===== config.mk =====
export PLATFORM = sky130hd
export DESIGN_NAME = multicycle_ctrl_fsm_flat
export DESIGN_NICKNAME = d
export VERILOG_FILES = /design/src/rtl/mips_ctrl_pkg.sv /design/src/rtl/multicycle_ctrl_fsm_if.sv /design/src/rtl/multicycle_ctrl_fsm.sv /design/src/flat_wrapper.sv
export SDC_FILE = /design/constraint.sdc
export NUM_CORES = 1
export LEC_CHECK = 0
export CAP_MARGIN = 30
export CORE_AREA = 4 4 41 43
export DETAILED_ROUTE_END_ITERATION = 8
export DIE_AREA = 0 0 45 47
export PLACE_DENSITY = 0.86
export SYNTH_ARGS = -nofsm -noshare
export SYNTH_HDL_FRONTEND = slang
export SYNTH_SLANG_ARGS = --single-unit

===== constraint.sdc =====
create_clock -name iclk -period 5.3 [get_ports iclk]
set_clock_uncertainty 0.1 [all_clocks]
set_input_delay 1.06 -clock iclk [delete_from_list [all_inputs] [get_ports iclk]]
set_output_delay 1.06 -clock iclk [all_outputs]
set_load 0.01 [all_outputs]

===== src/rtl/mips_ctrl_pkg.sv =====
// Shared constants for the multicycle MIPS control path: FSM state
// encodings, opcodes, ALU operation classes and datapath mux selects.
package mips_ctrl_pkg;

  typedef enum logic [3:0] {
    S_FETCH  = 4'd0,
    S_DECODE = 4'd1,
    S_MEMADR = 4'd2,
    S_MEMRD  = 4'd3,
    S_MEMWB  = 4'd4,
    S_MEMWR  = 4'd5,
    S_EXEC   = 4'd6,
    S_RTWB   = 4'd7,
    S_BRANCH = 4'd8,
    S_JUMP   = 4'd9
  } state_t;

  localparam logic [5:0] OP_RTYPE = 6'b000000;
  localparam logic [5:0] OP_LW    = 6'b100011;
  localparam logic [5:0] OP_SW    = 6'b101011;
  localparam logic [5:0] OP_BEQ   = 6'b000100;
  localparam logic [5:0] OP_J     = 6'b000010;

  // ALU operation class handed to the ALU control unit
  localparam logic [1:0] ALUOP_ADD   = 2'b00;
  localparam logic [1:0] ALUOP_SUB   = 2'b01;
  localparam logic [1:0] ALUOP_FUNCT = 2'b10;

  localparam logic [1:0] PCSRC_ALU    = 2'b00;
  localparam logic [1:0] PCSRC_ALUOUT = 2'b01;
  localparam logic [1:0] PCSRC_JUMP   = 2'b10;

  localparam logic [1:0] SRCB_B      = 2'b00;
  localparam logic [1:0] SRCB_FOUR   = 2'b01;
  localparam logic [1:0] SRCB_IMM    = 2'b10;
  localparam logic [1:0] SRCB_IMMSL2 = 2'b11;

endpackage


===== src/rtl/multicycle_ctrl_fsm_if.sv =====
// Control bundle between the main control FSM and the multicycle datapath.
interface multicycle_ctrl_fsm_if;
  logic [5:0] iopcode;
  logic       oPCWrite;
  logic       oPCWriteCond;
  logic       oIorD;
  logic       oMemRead;
  logic       oMemWrite;
  logic       oMemtoReg;
  logic       oIRWrite;
  logic       oALUSrcA;
  logic       oRegWrite;
  logic       oRegDst;
  logic [1:0] oPCSource;
  logic [1:0] oALUSrcB;
  logic [1:0] oALUOp;
  logic       oIllegal;
  logic [3:0] oState;

  // Controller side
  modport master (
    input  iopcode,
    output oPCWrite, oPCWriteCond, oIorD, oMemRead, oMemWrite, oMemtoReg,
           oIRWrite, oALUSrcA, oRegWrite, oRegDst, oPCSource, oALUSrcB,
           oALUOp, oIllegal, oState
  );

  // Datapath side
  modport slave (
    output iopcode,
    input  oPCWrite, oPCWriteCond, oIorD, oMemRead, oMemWrite, oMemtoReg,
           oIRWrite, oALUSrcA, oRegWrite, oRegDst, oPCSource, oALUSrcB,
           oALUOp, oIllegal, oState
  );
endinterface


===== src/rtl/multicycle_ctrl_fsm.sv =====
// Main control FSM of the multicycle MIPS datapath. Moore-style decode of
// the state register; oIllegal is the one output that also looks at the
// opcode, and only during DECODE.
module multicycle_ctrl_fsm
  import mips_ctrl_pkg::*;
#(
  parameter bit JUMP_EN = 1'b1
) (
  input  logic                  iclk,
  input  logic                  irst_n,
  multicycle_ctrl_fsm_if.master bus
);

  state_t state;
  state_t state_nxt;
  logic   is_store;   // opcode class latched in DECODE: 1 = sw, 0 = lw
  logic   op_illegal;

  // Next-state selection and unsupported-opcode detection
  always_comb begin
    state_nxt  = S_FETCH;
    op_illegal = 1'b0;
    case (state)
      S_FETCH:  state_nxt = S_DECODE;
      S_DECODE: begin
        case (bus.iopcode)
          OP_LW, OP_SW: state_nxt = S_MEMADR;
          OP_RTYPE:     state_nxt = S_EXEC;
          OP_BEQ:       state_nxt = S_BRANCH;
          OP_J: begin
            if (JUMP_EN) state_nxt = S_JUMP;
            else         op_illegal = 1'b1;
          end
          default:      op_illegal = 1'b1;
        endcase
      end
      S_MEMADR: state_nxt = is_store ? S_MEMWR : S_MEMRD;
      S_MEMRD:  state_nxt = S_MEMWB;
      S_MEMWB:  state_nxt = S_FETCH;
      S_MEMWR:  state_nxt = S_FETCH;
      S_EXEC:   state_nxt = S_RTWB;
      S_RTWB:   state_nxt = S_FETCH;
      S_BRANCH: state_nxt = S_FETCH;
      S_JUMP:   state_nxt = S_FETCH;
      default:  state_nxt = S_FETCH;
    endcase
  end

  // State register and lw/sw latch
  always_ff @(posedge iclk or negedge irst_n) begin
    if (!irst_n) begin
      state    <= S_FETCH;
      is_store <= 1'b0;
    end else begin
      state <= state_nxt;
      if (state == S_DECODE) is_store <= (bus.iopcode == OP_SW);
    end
  end

  // Output decode; reset is folded in so every control drops to 0
  // asynchronously while irst_n is low even though the state reads FETCH.
  always_comb begin
    bus.oPCWrite     = 1'b0;
    bus.oPCWriteCond = 1'b0;
    bus.oIorD        = 1'b0;
    bus.oMemRead     = 1'b0;
    bus.oMemWrite    = 1'b0;
    bus.oMemtoReg    = 1'b0;
    bus.oIRWrite     = 1'b0;
    bus.oALUSrcA     = 1'b0;
    bus.oRegWrite    = 1'b0;
    bus.oRegDst      = 1'b0;
    bus.oPCSource    = PCSRC_ALU;
    bus.oALUSrcB     = SRCB_B;
    bus.oALUOp       = ALUOP_ADD;
    bus.oIllegal     = 1'b0;
    bus.oState       = '0;
    if (irst_n) begin
      bus.oState = state;
      case (state)
        S_FETCH: begin
          bus.oMemRead = 1'b1;
          bus.oIRWrite = 1'b1;
          bus.oALUSrcB = SRCB_FOUR;
          bus.oPCWrite = 1'b1;
        end
        S_DECODE: begin
          bus.oALUSrcB = SRCB_IMMSL2;
          bus.oIllegal = op_illegal;
        end
        S_MEMADR: begin
          bus.oALUSrcA = 1'b1;
          bus.oALUSrcB = SRCB_IMM;
        end
        S_MEMRD: begin
          bus.oMemRead = 1'b1;
          bus.oIorD    = 1'b1;
        end
        S_MEMWB: begin
          bus.oMemtoReg = 1'b1;
          bus.oRegWrite = 1'b1;
        end
        S_MEMWR: begin
          bus.oMemWrite = 1'b1;
          bus.oIorD     = 1'b1;
        end
        S_EXEC: begin
          bus.oALUSrcA = 1'b1;
          bus.oALUOp   = ALUOP_FUNCT;
        end
        S_RTWB: begin
          bus.oRegDst   = 1'b1;
          bus.oRegWrite = 1'b1;
        end
        S_BRANCH: begin
          bus.oALUSrcA     = 1'b1;
          bus.oALUOp       = ALUOP_SUB;
          bus.oPCWriteCond = 1'b1;
          bus.oPCSource    = PCSRC_ALUOUT;
        end
        S_JUMP: begin
          bus.oPCWrite  = 1'b1;
          bus.oPCSource = PCSRC_JUMP;
        end
        default: ;
      endcase
    end
  end

endmodule

===== src/flat_wrapper.sv =====
// flat-port wrapper written by rule: the top's interface ports become plain ports
module multicycle_ctrl_fsm_flat import mips_ctrl_pkg::*;
#(
  parameter bit JUMP_EN = 1'b1
)
  (iclk, irst_n, bus_iopcode, bus_oPCWrite, bus_oPCWriteCond, bus_oIorD, bus_oMemRead, bus_oMemWrite, bus_oMemtoReg, bus_oIRWrite, bus_oALUSrcA, bus_oRegWrite, bus_oRegDst, bus_oPCSource, bus_oALUSrcB, bus_oALUOp, bus_oIllegal, bus_oState);
  multicycle_ctrl_fsm_if bus_i ();
  input  logic iclk;
  input  logic irst_n;
  input wire logic [$bits(bus_i.iopcode)-1:0] bus_iopcode;
  output wire logic [$bits(bus_i.oPCWrite)-1:0] bus_oPCWrite;
  output wire logic [$bits(bus_i.oPCWriteCond)-1:0] bus_oPCWriteCond;
  output wire logic [$bits(bus_i.oIorD)-1:0] bus_oIorD;
  output wire logic [$bits(bus_i.oMemRead)-1:0] bus_oMemRead;
  output wire logic [$bits(bus_i.oMemWrite)-1:0] bus_oMemWrite;
  output wire logic [$bits(bus_i.oMemtoReg)-1:0] bus_oMemtoReg;
  output wire logic [$bits(bus_i.oIRWrite)-1:0] bus_oIRWrite;
  output wire logic [$bits(bus_i.oALUSrcA)-1:0] bus_oALUSrcA;
  output wire logic [$bits(bus_i.oRegWrite)-1:0] bus_oRegWrite;
  output wire logic [$bits(bus_i.oRegDst)-1:0] bus_oRegDst;
  output wire logic [$bits(bus_i.oPCSource)-1:0] bus_oPCSource;
  output wire logic [$bits(bus_i.oALUSrcB)-1:0] bus_oALUSrcB;
  output wire logic [$bits(bus_i.oALUOp)-1:0] bus_oALUOp;
  output wire logic [$bits(bus_i.oIllegal)-1:0] bus_oIllegal;
  output wire logic [$bits(bus_i.oState)-1:0] bus_oState;
  assign bus_i.iopcode = bus_iopcode;
  assign bus_oPCWrite = bus_i.oPCWrite;
  assign bus_oPCWriteCond = bus_i.oPCWriteCond;
  assign bus_oIorD = bus_i.oIorD;
  assign bus_oMemRead = bus_i.oMemRead;
  assign bus_oMemWrite = bus_i.oMemWrite;
  assign bus_oMemtoReg = bus_i.oMemtoReg;
  assign bus_oIRWrite = bus_i.oIRWrite;
  assign bus_oALUSrcA = bus_i.oALUSrcA;
  assign bus_oRegWrite = bus_i.oRegWrite;
  assign bus_oRegDst = bus_i.oRegDst;
  assign bus_oPCSource = bus_i.oPCSource;
  assign bus_oALUSrcB = bus_i.oALUSrcB;
  assign bus_oALUOp = bus_i.oALUOp;
  assign bus_oIllegal = bus_i.oIllegal;
  assign bus_oState = bus_i.oState;
  multicycle_ctrl_fsm #(.JUMP_EN(JUMP_EN)) u_core (.iclk(iclk), .irst_n(irst_n), .bus(bus_i));
endmodule

==> Word level (Yosys, flattened, before mapping) <==
Cells that the tools add are included.
{ "word_totals": {"inputBits": 8, "reg_bits": 5, "elab_cells": 57, "output_inout_bits": 21} }
{ "op_classes": {"reduce_logical": 9, "n_eq_ne": 13, "muxes": 33} }
{ "op_table": {"columns": ["operator", "n"], "rows": [
  ["2-to-1 mux 1 bit", 23],
  ["one-hot mux 4 bit (5 select lines)", 1],
  ["== test 4 x 3 -> 1 bit, second input constant", 4],
  ["one-hot mux 4 bit (4 select lines)", 1],
  ["== test 6 bit, second input constant", 2],
  ["OR reduction 2 bit", 5],
  ["== test 4 x 2 -> 1 bit, second input constant", 2],
  ["== test 4 bit, second input constant", 2],
  ["one-hot mux 2 bit (2 select lines)", 2],
  ["== test 6 x 2 -> 1 bit, second input constant", 1],
  ["== test 6 x 3 -> 1 bit, second input constant", 1],
  ["zero test 6 bit", 1],
  ["2-to-1 mux 2 bit", 3],
  ["one-hot mux 2 bit (3 select lines)", 1],
  ["OR reduction 5 bit", 1],
  ["== test 4 x 1 -> 1 bit, second input constant", 1],
  ["zero test 4 bit", 1],
  ["2-to-1 mux 4 bit", 1],
  ["2-to-1 mux 3 bit", 1],
  ["OR reduction 3 bit", 1]
]} }

==> Logic depth before layout (Yosys ltp) <==
{ "logic_depth": {"depth_word": 5, "ltp_mapped": 5, "depth_no_buf": 3} }

==> Least setup slack after synthesis <==
No wires, ideal clock.
{ "synth_path": {"kind": "in2out", "start": "in irst_n", "end": "out bus_oPCSource[0]", "arrival_time_ns": 1.908, "required_ns": 4.140, "stages": 3, "path_buffers": 1, "path_slack_ns": 2.232, "path_cell_list": "nand2_1 -> nor4b_1 -> buf_4"} }
{ "synth_between": {"elab_chain_cells": 1} }
{ "synth_rtl": {"columns": ["element", "line", "rtl"], "rows": [
  ["start: declaration", "flat_wrapper.sv:9", "input logic irst_n;"],
  ["2-to-1 mux 2 bit", "multicycle_ctrl_fsm.sv:78", "if (irst_n) begin"],
  ["end: declaration", "flat_wrapper.sv:21", "output wire logic [$bits(bus_i.oPCSource)-1:0] bus_oPCSource;"]
]} }
No other way between the ends.

==> Worst setup path in the final report <==
Same ends and word-level chain as after synthesis.

==> results.md <==
- Reg clk slew, reported paths: 0.04 ns
- Drt via density: 5.448
- Hold depth: 1
- Finished Cell Area: 788.3 µm²
- Slew Limit Fails: 0
- Synth warn: 0
- Largest net degree at the start of global routing: 19
- TNS Setup: 0 ns
- Synth-to-layout area growth: 56.72%
- Chip height: 47 µm
- Fin. Hold Viols: 0
- Final cell count without fillers: 105
- Worst VDD drop: 0.0001591 V
- Dpl cells: 101
- WHS Endpoint: u_core.is_store$_DFFE_PN0N_
- Dpl hpwl: 1095 µm
- Fmax: 244.4 MHz
- Final Critical Period: 4.092 ns
- Pwr Total: 0.0002258 W
- # H-tree levels: 1
- Worst r2r path cells: 2
- Most frequent cells in the layout: clkdlybuf4s50_1 (28), nor2_1 (8), nor3_1 (7)
- Number of global-route vias before repair: 482
- Global-route wire length before repair: 2125 µm
- Most used cell, CP: clkdlybuf4s50_1
- PortBufs: 28
- Antenna violations before repair: 0
- Mapped Nets: 73
- Initial Util: 38.65%
- Placement Cell Area: 762.0 µm²
- Status: finished, final reports clean
- R2r endpoint: u_core.state[3]$_DFF_PN0_
- Pre-antenna DRT Iters: 4
- Die width: 45 µm
- Via count: 572
- Routability Congestion: 0.8112
- TritonCTS clock tree: done
- Post-synthesis cell count: 65
- CP max stage cell: clkdlybuf4s50_1
- 1st-iter DRT viols: 6
- DRC violation count after routing: 0
- Final Cycle Share: 77.20%
- Antenna Cells: 0
- Worst r2r src: u_core.state[0]$_DFF_PN0_
- Hold_sp: u_core.is_store$_DFFE_PN0N_
- Die ar.: 0.002115 mm²
- Overall Global Routing Usage: 13.97%
- Most common cell after layout, fill and taps aside: clkdlybuf4s50_1
- Nature of the critical path endpoint: output port
- Pwr dens: 286.5 mW/mm²
- Max Cap Viol: 0
- Cell Area, Synth: 503.0 µm²
- Global route total overflow: 0
- CTS Sinks: 5
- HP Class: reg2reg
- Register area share after synthesis: 24.88%
- Synthesized flop and latch total: 5
- Root buf cell: clkbuf_4
- CTS Hold Bufs: 0
- Req. time, crit path: 4.14 ns
- Leakage: 0.2961 nW
- Worst-path cell chain: clkdlybuf4s50_1 -> nand2_1 -> nor4b_1 -> clkdlybuf4s50_1
- Fin nets: 99
- Top Ports: 29
- CP startpoint kind: primary input
- Ratio of cells with drive above 1 in the final layout: 5.556%
- TritonCTS buffer count: 3
- Average cell area after synthesis: 7.738 µm²
- Distinct cells, synth: 34
- Slew margin rel.: 64.81%
- Worst Path Max Fanout: 12
- Final setup violation count: 0
- RSZ-0062 raised after global routing: no
- DR WL/cell: 13.46 µm
- Post-CTS Setup Bufs: 0
- Max stage delay on crit path: 0.71 ns
- Crit path DAT: 2.93 ns
- Pin slew with the least headroom to its limit: 0.5146 ns
- Clock Tree Buf Depth: 2
- WL final: 1413 µm
- Rows: 13
- R2r setup slk: 3.62 ns
- Clk_lat worst skew: 0.24 ns
- Kind of critical path: in2out
- Final design utilization: 60.58%
- Cts repair resizes: 0
- Core area: 0.001301 mm²
- Routed Antenna Nets: 0
critical path, delay by kind of cell:
family,cells,cell delay [ns]
and+or+nand+nor,2,0.54
buffers and inverters,2,1.32
cells by family after synthesis:
logic type	count (synthesis)	share of synthesized area, %
flops	5	24.88
mux	1	1.990
simple gates	36	41.05
compound gates	9	14.92
buf+inv	10	10.20
xor+xnor	4	6.966
power breakdown:
| group | switching, W | internal [W] |
|---|---|---|
| clock | 0.0000158 | 0.0000285 |
| sequential | 0.0000249 | 0.0000440 |
| combinational | 0.0000475 | 0.0000652 |
routing by layer:
layer | part of all wire [%] | track usage [%] | wire [µm] | vias to the layer above
met5 | 0 | 0 | 0 | -
met4 | 0.92 | 8.772 | 13 | 0
met3 | 7.7 | 3.065 | 109 | 2
met2 | 47 | 24.58 | 670 | 22
met1 | 44 | 15.21 | 619 | 258
li1 | - | - | - | 290
sequential cells by signal (all words and copies together) (netlist names):
register,count
u_core.state,4
u_core.is_store,1
cells in the mapped netlist:
cell / count / area, µm²
buf_4: 1 / 7.510
nor3_1: 7 / 35.03
nand4_1: 1 / 6.260
and4_1: 1 / 8.760
and3_1: 1 / 6.260
mux2i_1: 1 / 10.01
nor4_1: 3 / 18.77
nand3_1: 1 / 5.000
o21ai_0: 1 / 5.000
buf_6: 1 / 11.26
and2_1: 3 / 18.77
a21oi_1: 2 / 10.01
xnor2_1: 1 / 8.760
xor2_1: 3 / 26.28
nand2b_1: 1 / 6.260
or3_1: 1 / 6.260
a32o_1: 1 / 10.01
nor4b_1: 2 / 17.52
a2111oi_2: 1 / 15.01
nor2b_1: 1 / 6.260
nor3b_1: 1 / 7.510
buf_2: 2 / 10.01
nand2_1: 3 / 11.26
or4b_4: 1 / 13.76
dfrtp_1: 5 / 125.1
clkbuf_1: 2 / 7.510
a221oi_1: 1 / 8.760
nor2_1: 8 / 30.03
a2111oi_0: 1 / 8.760
buf_1: 1 / 3.750
inv_1: 3 / 11.26
nand4b_1: 1 / 8.760
a41o_1: 1 / 10.01
o31ai_1: 1 / 7.510
metrics by stage:
stage	hold slack (ns)	worst slack, ns
finish	0.4366	1.208
global route	0.4502	0.9952
CTS	0.4341	1.170
detailed placement	0.4208	1.180
global placement	0.4240	1.226
floorplan	0.3854	2.232
area by class of cell:
type	count	area [µm²]
Fill cell	135	513.0
Multi-Input combinational cell	50	326.6
Timing Repair Buffer	28	280.3
Sequential cell	5	125.1
Clock buffer	4	26.28
Tap cell	15	18.77
Inverter	3	11.26
worst max-delay path by stage:
stage	start	end	slack, ns	cells after the start
2_1_floorplan	irst_n	bus_oPCSource[0]	2.23	3
3_3_place_gp	irst_n	bus_oPCWriteCond	1.23	4
3_5_place_dp	irst_n	bus_oPCSource[0]	1.18	4
4_1_cts	irst_n	bus_oPCSource[0]	1.17	4
5_1_grt	irst_n	bus_oPCSource[0]	1.0	4
6_report	irst_n	bus_oPCSource[0]	1.21	4
No activity file was read; power rests on OpenSTA's default activity.
